--- src/rtl/dmem_arbiter.sv ---
// dmem_arbiter: two-port valid/ready arbiter for single-port dmem with read-modify-write for sub-word stores
module dmem_arbiter #(
    parameter bit ROUND_ROBIN = 1'b1,
    parameter int MEM_WORDS   = 1024
) (
    input  logic        clk,
    input  logic        rst,
    input  logic        req0_valid_i,
    output logic        req0_ready_o,
    input  logic        req0_we_i,
    input  logic [3:0]  req0_be_i,
    input  logic [31:0] req0_addr_i,
    input  logic [31:0] req0_wdata_i,
    output logic        rsp0_valid_o,
    output logic [31:0] rsp0_rdata_o,
    output logic        rsp0_err_o,
    input  logic        req1_valid_i,
    output logic        req1_ready_o,
    input  logic        req1_we_i,
    input  logic [3:0]  req1_be_i,
    input  logic [31:0] req1_addr_i,
    input  logic [31:0] req1_wdata_i,
    output logic        rsp1_valid_o,
    output logic [31:0] rsp1_rdata_o,
    output logic        rsp1_err_o,
    output logic        mem_we_o,
    output logic [31:0] mem_addr_o,
    output logic [31:0] mem_wdata_o,
    input  logic [31:0] mem_rdata_i
);
    typedef enum logic [1:0] {IDLE, ACCESS, RMW_WR} state_t;
    state_t      state_q, state_d;
    logic        last_q, id_q, we_q;
    logic [3:0]  be_q;
    logic [31:0] addr_q, wdata_q, merge_q, merge_d, mask;
    logic        rsp0_valid_q, rsp1_valid_q, rsp0_err_q, rsp1_err_q;
    logic [31:0] rsp0_rdata_q, rsp1_rdata_q, rdata_d;
    logic        gnt1, accept, in_range, partial, fire, err_d;

    // Port 1 wins when alone, or under round-robin when port 0 was served last
    assign gnt1     = req1_valid_i && (!req0_valid_i || (ROUND_ROBIN && !last_q));
    assign accept   = req0_ready_o || req1_ready_o;
    assign in_range = {2'b00, addr_q[31:2]} < 32'(MEM_WORDS);
    assign partial  = we_q && in_range && be_q != 4'hF && be_q != 4'h0;
    assign mask     = {{8{be_q[3]}}, {8{be_q[2]}}, {8{be_q[1]}}, {8{be_q[0]}}};
    assign mem_addr_o   = addr_q;
    assign rsp0_valid_o = rsp0_valid_q;
    assign rsp1_valid_o = rsp1_valid_q;
    assign rsp0_rdata_o = rsp0_rdata_q;
    assign rsp1_rdata_o = rsp1_rdata_q;
    assign rsp0_err_o   = rsp0_err_q;
    assign rsp1_err_o   = rsp1_err_q;

    // State register
    always_ff @(posedge clk) begin
        if (rst) state_q <= IDLE;
        else     state_q <= state_d;
    end

    // Next state: partial stores take an extra cycle to write the merged word
    always_comb begin
        state_d = (state_q == IDLE) ? (accept ? ACCESS : IDLE) :
                  (state_q == ACCESS && partial) ? RMW_WR : IDLE;
    end

    // Outputs: grant/ready, memory write strobe and data, response strobe
    always_comb begin
        req0_ready_o = !rst && state_q == IDLE && req0_valid_i && !gnt1;
        req1_ready_o = !rst && state_q == IDLE && gnt1;
        mem_we_o     = !rst && ((state_q == ACCESS && in_range && we_q && be_q == 4'hF) || state_q == RMW_WR);
        mem_wdata_o  = (state_q == RMW_WR) ? merge_q : wdata_q;
        merge_d      = (wdata_q & mask) | (mem_rdata_i & ~mask);
        fire         = (state_q == ACCESS && !partial) || state_q == RMW_WR;
        rdata_d      = (state_q == ACCESS && in_range && !we_q) ? mem_rdata_i : 32'h0;
        err_d        = state_q == ACCESS && !in_range;
    end

    // Request latch, merge word and registered per-port responses
    always_ff @(posedge clk) begin
        if (rst) begin
            last_q       <= 1'b1;
            id_q         <= 1'b0;
            we_q         <= 1'b0;
            be_q         <= 4'h0;
            addr_q       <= 32'h0;
            wdata_q      <= 32'h0;
            merge_q      <= 32'h0;
            rsp0_valid_q <= 1'b0;
            rsp1_valid_q <= 1'b0;
            rsp0_rdata_q <= 32'h0;
            rsp1_rdata_q <= 32'h0;
            rsp0_err_q   <= 1'b0;
            rsp1_err_q   <= 1'b0;
        end else begin
            if (accept) begin
                id_q    <= req1_ready_o;
                last_q  <= req1_ready_o;
                we_q    <= req1_ready_o ? req1_we_i : req0_we_i;
                be_q    <= req1_ready_o ? req1_be_i : req0_be_i;
                addr_q  <= req1_ready_o ? req1_addr_i : req0_addr_i;
                wdata_q <= req1_ready_o ? req1_wdata_i : req0_wdata_i;
            end
            if (state_q == ACCESS) merge_q <= merge_d;
            rsp0_valid_q <= fire && !id_q;
            rsp1_valid_q <= fire && id_q;
            rsp0_rdata_q <= (fire && !id_q) ? rdata_d : 32'h0;
            rsp1_rdata_q <= (fire && id_q) ? rdata_d : 32'h0;
            rsp0_err_q   <= fire && !id_q && err_d;
            rsp1_err_q   <= fire && id_q && err_d;
        end
    end
endmodule

--- config.mk ---
export PLATFORM = sky130hd
export DESIGN_NAME = dmem_arbiter
export DESIGN_NICKNAME = d
export VERILOG_FILES = /design/src/rtl/dmem_arbiter.sv
export SDC_FILE = /design/constraint.sdc
export NUM_CORES = 1
export LEC_CHECK = 0
export BUFFER_PORTS_ARGS = -buffer_cell sky130_fd_sc_hd__buf_4
export CAP_MARGIN = 5
export CORE_MARGIN = 2
export CORE_UTILIZATION = 52
export CTS_CLUSTER_DIAMETER = 150
export DETAILED_ROUTE_END_ITERATION = 12
export PLACE_DENSITY = 0.86
export SKIP_LAST_GASP = 1
export SLEW_MARGIN = 20
export SYNTH_ARGS = -nofsm -noshare
export SYNTH_HDL_FRONTEND = slang
export SYNTH_SLANG_ARGS = --single-unit
--- constraint.sdc ---
create_clock -name clk -period 4.1 [get_ports clk]
set_input_delay 0.205 -clock clk [delete_from_list [all_inputs] [get_ports clk]]
set_output_delay 0.205 -clock clk [all_outputs]
set_load 0.05 [all_outputs]
# Word level (Yosys, flattened, before mapping)
# Cells that the tools add are included.
# word_totals
register_bits	173
out_inout_bits	135
inputBits	174
# classes
n_reduce_logical	36
n_eq_ne	4
bitwise_logic	6
n_lt_le_gt_ge	1
muxes	9
# op_table
op	n
two-way mux 32 bit	4
bitwise AND 32 bit	2
NOT 32 bit	1
bitwise OR 32 bit	1
less-than comparator 30 x 11 -> 1 bit, second input constant	1
logical AND 1 bit	20
zero test 1 bit	8
== test 4 bit, second input constant	1
logical OR 1 bit	4
two-way mux 2 bit	2
two-way mux 4 bit	1
!= test 4 bit, second input constant	1
nonzero test 4 bit	1
OR reduction 2 bit	2
== test 2 x 1 -> 1 bit, second input constant	1
== test 2 bit, second input constant	1
zero test 2 bit	1
two-way mux 1 bit	2
NOT 1 bit	2

# Depth between registers and ports, before layout
# Gate-level depths: netlist of the first run.
# logic_depth
depth_word	10
depth_mapped	8

# Worst setup path before layout of the first run
# No wires, ideal clock.
# synth_path
path_kind	register to output
from	reg addr_q[14], in the netlist mem_addr_o[14]
to	out mem_we_o
t_arrival_ps	2018
required_time_ps	3895
stages_incl_launch_ff	4
slack_ps	1877
cell_sequence	dfxtp_1 -> or4_4 -> o31ai_1 -> nor2b_1
# synth_between
elab_chain_len	6
# synth_rtl
element	line	source
start: declaration	35	logic [31:0] addr_q, wdata_q, merge_q, merge_d, mask;
start signal: assignment	100	addr_q <= req1_ready_o ? req1_addr_i : req0_addr_i;
less-than comparator 30 x 11 -> 1 bit	43	assign in_range = {2'b00, addr_q[31:2]} < 32'(MEM_WORDS);
logical AND 1 bit (3 in a row)	70	mem_we_o = !rst && ((state_q == ACCESS && in_range && we_q && be_q == 4'hF) || state_q == RMW_WR);
logical OR 1 bit	70	
logical AND 1 bit	70	
end: declaration	26	output logic mem_we_o,
# No other way between the ends.

# Worst setup path after layout of the first run
# layout_path
from	reg state_q[0]
to	out req0_ready_o
# layout_between
elab_chain_len	4
# layout_rtl
element	line	source
start: declaration	32	state_t state_q, state_d;
start signal: assignment	57	else state_q <= state_d;
zero test 2 bit	68	req0_ready_o = !rst && state_q == IDLE && req0_valid_i && !gnt1;
logical AND 1 bit (3 in a row)	68	
end: declaration	9	output logic req0_ready_o,
# No other way between the ends.

==> results of run 1 <==
critical path: stages (launching register included):
cell     delay [ns]
dfxtp_1        0.37
nor3_1         0.52
nand2_2        0.63
nor2_1         0.35
buf_4          0.25
cell usage after synthesis, drive strengths merged:
| cell | count |
|---|---|
| inv | 1 |
| nor4 | 5 |
| dfxtp | 173 |
| nand2b | 35 |
| nand4 | 1 |
| or3 | 1 |
| nor2 | 104 |
| o31ai | 1 |
| nand3 | 1 |
| a311oi | 71 |
| nand2 | 237 |
| or2 | 1 |
| a21oi | 1 |
| buf | 17 |
| nor2b | 3 |
| or4 | 1 |
| nor3 | 67 |
| a211oi | 32 |
| and4 | 1 |
| clkbuf | 62 |
| and2 | 1 |
| nor3b | 2 |
| a211o | 1 |
| a21boi | 1 |
| mux2i | 32 |
worst max-delay path by stage:
stage	endpoint	slack, ns	cells after the start
6_report	req0_ready_o	1.34	4
5_1_grt	req0_ready_o	1.08	4
4_1_cts	req0_ready_o	1.30	4
3_5_place_dp	mem_addr_o[20]	1.59	5
3_3_place_gp	wdata_q[19]	1.76	5
2_1_floorplan	mem_we_o	1.88	3
per-stage QoR:
stage / cells / power [mW] / hold slack, ns / area [µm²] / utilization [%]
2_1_floorplan: 852 / 2.389 / 0.3619 / 7226 / -
3_3_place_gp: 1267 / 2.691 / 0.4414 / 9497 / 69.22
3_5_place_dp: 1267 / 2.706 / 0.4460 / 9497 / 69.22
4_1_cts: 1299 / 4.483 / 0.03692 / 10160 / 74.05
5_1_grt: 1300 / 4.624 / 0.04117 / 10180 / 74.20
6_report: 1300 / 4.485 / 0.04463 / 10180 / 74.20
state kept, by name, summed over array words and instances, names as in the netlist:
register and flops:
wdata_q 32, merge_q 32, rsp1_valid_o 1, last_q 1
rsp0_valid_o 1, mem_addr_o 32, we_q 1, rsp0_rdata_o 32
rsp0_err_o 1, rsp1_rdata_o 32, state_q 2, be_q 4
rsp1_err_o 1, id_q 1
logic make-up (layout without fill, tap and decap cells):
logic type	Yosys count	count (layout)	synth area share [%]
flops	173	173	47.93
buf+inv	80	348	4.866
simple gates	460	460	30.44
mux	32	32	4.433
compound gates	107	107	12.33
power by group through the flow:
stage                     logic, mW  registers (mW)  clock network (mW)
after detailed placement      0.814            1.89                   0
after CTS                     0.822            1.86                1.80
after floorplan               0.420            1.97                   0
after global placement        0.802            1.89                   0
final                         0.828            1.86                1.80
after global routing          0.883            1.87                1.87
metal layers:
layer | global-route usage [%] | up-vias | wire, µm
li1 | - | 3430 | -
met2 | 52.51 | 364 | 11580
met3 | 7.303 | 51 | 2029
met5 | 0 | - | 0
met4 | 12.36 | 0 | 590
met1 | 35.73 | 3329 | 8787
layout make-up:
| type | instances | area (µm²) |
|---|---|---|
| Clock buffer | 19 | 452.9 |
| Tap cell | 180 | 225.2 |
| Fill cell | 996 | 3540 |
| Sequential cell | 173 | 3463 |
| Multi-Input combinational cell | 599 | 3447 |
| Inverter | 1 | 3.754 |
| Clock inverter | 13 | 210.2 |
| Timing Repair Buffer | 315 | 2377 |
cell usage in the layout (no fill, tap or decap), drive strengths merged:
master	netlist	final
o31ai	1	1
nor3	67	67
and4	1	1
nor2	104	104
a21boi	1	1
nand2b	35	35
mux2i	32	32
or4	1	1
nor3b	2	2
and2	1	1
nand3	1	1
clkbuf	62	19
buf	17	315
or3	1	1
clkinvlp	0	2
inv	1	4
clkinv	0	3
a311oi	71	71
a21oi	1	1
nand2	237	237
nand4	1	1
dfxtp	173	173
bufinv	0	5
a211o	1	1
or2	1	1
a211oi	32	32
nor2b	3	3
nor4	5	5
==> metrics, run 1 <==
max-cap violations=0; Worst-Skew Late Latency=0.43 ns; FF-to-FF Start=state_q[0]; Final period util=67.32%; chip width=121.9 µm; HP Class=input port to register; Min Clock Period, post-route=2.760 ns; post-synth top area cell=dfxtp_1; final wirelength=22.99 mm; first-pass GRT wire length=34.93 mm; gpl congestion=0.8271; cell-internal power=3.210 mW; largest net degree at the start of global routing=105; Worst Hold Path EP=mem_addr_o[13]; outcome=complete, no violations; Net Count, Synth=1026; Core ar.=0.01372 mm²; CP Capture Type=output pin; post-synthesis register bit count=173; FF-to-FF path depth=5; peak supply drop=0.2557 mV; Synth top area share=47.93%; clk_skew=0.01033 ns; Fmax=362.3 MHz; register share of total power=41.4%; power per cell area=440.6 mW/mm²; CTS Hold Buffers Added=0; sequential share of the synthesized area=47.93%; final worst slack=1.340 ns; grt total ovfl=0; Worst-path clk slew=0.07 ns; Die Height=121.9 µm; Synth area leaders=dfxtp_1 (48%), nand2_1 (12%), a311oi_1 (8.6%); pre-CTS setup slack=1.593 ns; Avg Vias per Cell=5.518; Slew Viols, Final=0; Vias=7174; layout cells sized above 1=36.34%; Bufs on Longest Clock Path=2; Yosys cell types=29; critical path required time=3.89 ns; Crit Path Category=register to output pin; Resize count post-CTS=0; post-route ant nets=0; relative slew slack=23.46%; cts bufs inserted=17; vias in the first global route=6820; layout overhead on the synthesized area=40.88%; hpwl dp=15.24 mm; buffer count from post-CTS setup fixing=0; Startpoint Class=register; Clk network pwr share=40.1%; n_diodes=0; CP startpoint=state_q[0]; Ys Warns=0; Ports=309; clock root cell=clkbuf_16; hold depth=3; Die ar.=0.01485 mm²; Final Hold Viols=0; initial antenna violation count=0; Mapped Area=0.007226 mm²; CTS H-tree lvls=4; Sink Count=173; RSZ-0062 raised after global routing=false; Total GRT Usage=30.22%; post-route setup TNS=0 ns; Avg Inst Size Synth=8.481 µm²; Hold Crit Start=req0_addr_i[13]; Nets=1281; Iteration-0 DRC Markers=535; Psw=1.275 mW; combinational share of power=18.5%; DRC=0; gate count of the mapped netlist=852; row count=43; Port Buffers=308; drt pass-1 iters=5; final setup violation count=0; wire per inst=17.69 µm; Initial Util=52.67%; CP max FO=39; setup slack, reg-to-reg=1.54 ns; RR Endpoint=wdata_q[10]; sw frac=28.44%; Slew @ Worst Pin=1.148 ns; CTS tree=built; Pleak=4.360 nW; WP data arrival=2.55 ns
Note: power is estimated with default switching activity, not from simulation.
==> inputs of run 2 (changes only) <==
- CORE_UTILIZATION: 52 -> 48
- PLACE_DENSITY: 0.86 -> 0.8
- clock period: 4.1 -> 2.78 ns (I/O delays scaled with it)
==> run 2 against run 1 <==
  * Design area increased by 7.5%
  * Routed wire length increased by 8.3%
  * Die area increased by 8.0%
  * Cell count is 6.9% higher
  * Critical path type is now register to register
  * Largest cell class unchanged
  * Largest power group unchanged
  * Highest routed layer unchanged
==> metrics, run 2 (synthesized netlist as in run 1, its figures left out) <==
power per cell area=587.5 mW/mm² (was 440.6 mW/mm²); Core ar.=0.01464 mm² (was 0.01372 mm²); Min Clock Period, post-route=2.574 ns; row count=44 (was 43); Crit-path slowest cell=dlygate4sd3_1 (was nand2_2); drt pass-1 iters=5 (unchanged); Ports=309 (unchanged); Critical Path, Cell by Cell=nor3_2 -> and2_2 -> buf_12 -> nand2_1 -> a311oi_1 -> dlygate4sd3_1 (was nor3_1 -> nand2_2 -> nor2_1 -> buf_4); final wirelength=24.90 mm (was 22.99 mm); initial antenna violation count=0 (unchanged); Crit Path Category=register to register (was register to output pin); CP Capture Type=register (was output pin); critical path required time=3.15 ns (was 3.89 ns); Bufs on Longest Clock Path=2 (unchanged); chip width=126.7 µm (was 121.9 µm); CTS H-tree lvls=4 (unchanged); buffer count from post-CTS setup fixing=0 (unchanged); gpl congestion=0.8301 (was 0.8271); post-route setup TNS=0 ns (unchanged); Vias=7581 (was 7174); n_diodes=0 (unchanged); outcome=complete, no violations (unchanged); wire per inst=17.91 µm (was 17.69 µm); CP max FO=38 (was 39); Sink Count=173 (unchanged); Final Non-Filler Cells=1390 (was 1300); CP startpoint=state_q[0] (unchanged); grt total ovfl=0 (unchanged); Hold Crit Start=req0_addr_i[10] (was req0_addr_i[13]); CTS tree=built (unchanged); most common cell after layout, fill and taps aside=buf_4 (unchanged); clk_skew=0.008668 ns (was 0.01033 ns); Placed Cells=1284 (was 1267); clock root cell=clkbuf_16 (unchanged); Final period util=92.59%; WP data arrival=2.94 ns (was 2.55 ns); Worst-Skew Late Latency=0.42 ns (was 0.43 ns); Final Hold Viols=0 (unchanged); Worst-path clk slew=0.07 ns (about the same); commonest non-fill, non-tap cells in the layout=buf_4 (326), nand2_1 (235), dfxtp_1 (173) (was buf_4 (314), nand2_1 (235), dfxtp_1 (173)); layout cells sized above 1=34.74% (was 36.34%); post-route ant nets=0 (unchanged); Slew Viols, Final=0 (unchanged); cts bufs inserted=17 (unchanged); Pleak=4.705 nW (was 4.360 nW); met3 GRT Util=7.634% (was 7.303%); vias in the first global route=7594 (was 6820); Port Buffers=308 (unchanged); Total GRT Usage=30.77% (was 30.22%); peak supply drop=0.4091 mV (was 0.2557 mV); GR Util met2=52.85% (was 52.51%); Die Height=126.7 µm (was 121.9 µm); Initial Util=49.34% (was 52.67%); Slew @ Worst Pin=1.005 ns (was 1.148 ns); first-pass GRT wire length=39.14 mm (was 34.93 mm); largest net degree at the start of global routing=75 (was 105); Iteration-0 DRC Markers=581 (was 535); DRC=0 (unchanged); RSZ-0062 raised after global routing=false (unchanged); met1 Track Usage GR=35.88% (was 35.73%); GR peak layer=met2 (unchanged); max-cap violations=0 (unchanged); Fmax=388.5 MHz; HP Class=input port to register (unchanged); relative slew slack=33.03% (was 23.46%); Die ar.=0.01605 mm² (was 0.01485 mm²); layout overhead on the synthesized area=51.45% (was 40.88%); Avg Vias per Cell=5.454 (was 5.518); final setup violation count=0 (unchanged); Nets=1367 (was 1281); FF-to-FF Start=state_q[0] (unchanged); Startpoint Class=register (unchanged); CP peak stage delay=0.61 ns (was 0.63 ns); hpwl dp=16.19 mm (was 15.24 mm)
==> run 2: changes by cell type in the layout (fill, tap and decap cells not counted), sizes merged <==
cell,change
clkinv,+1
buf,+12
dlygate4sd3,+74
clkinvlp,+2
bufinv,-3
==> run 2: critical path: cells and delay by family, from the launching register on <==
kind | cells | cell delay [ns]
DFF | 1 | 0.37
and+or+nand+nor | 3 | 0.92
buffers and inverters | 2 | 0.86
AOI/OAI and AO/OA | 1 | 0.34
==> run 2: stage by stage <==
stage / total power [mW] / instance area (µm²) / hold WS [ns] / setup WS (ns) / util (%)
floorplan: 3.524 / 7226 / 0.2959 / 0.6228 / -
global placement: 3.990 / 9612 / 0.4160 / 0.6128 / 65.64
detailed placement: 4.009 / 9612 / 0.4215 / 0.6502 / 65.64
CTS: 6.429 / 10940 / 0.0002127 / 0.2018 / 74.68
global route: 6.658 / 10940 / 0.007395 / 0.05920 / 74.73
finish: 6.429 / 10940 / 0.01027 / 0.2061 / 74.73
==> run 2: repair_timing <==
| item | in CTS | in global routing |
|---|---|---|
| setup endpoints to repair | 0 | 7 |
| gates resized for setup | 0 | 1 |
| hold buffers | 74 | 0 |
| endpoints found under the hold margin | 64 | 0 |
==> run 2: power by group <==
group	total [mW]	internal (mW)	switching, mW
clock	2.36	1.35	1.01
combinational	1.35	0.543	0.807
sequential	2.72	2.62	0.0946
==> run 2: area by class of cell <==
type                    instances  area [µm²]
fillers                      1075        3701
flip-flops and latches        173        3463
multi-input cells             599        3455
repair buffers                401        3208
clock buffers                  19       442.9
well taps                     184       230.2
clock inverters                13       140.1
inverters                       1       3.754
==> run 2: routing by layer <==
metal	share of wire, %	routed length (µm)	vias up
li1	-	-	3597
met1	39	9608	3507
met2	49	12130	394
met3	8.1	2017	83
met4	4.6	1141	0
met5	0	0	-
==> run 2: path summary, 6_finish.rpt <==
check                           slack [ns]        endpoint  depth (start not counted)
worst max-delay path                  0.21   mem_addr_o[4]                          6
worst min-delay path                  0.01  mem_addr_o[10]                          3
worst max register to register        0.21   mem_addr_o[4]                          6
worst min register to register        0.47          last_q                          1
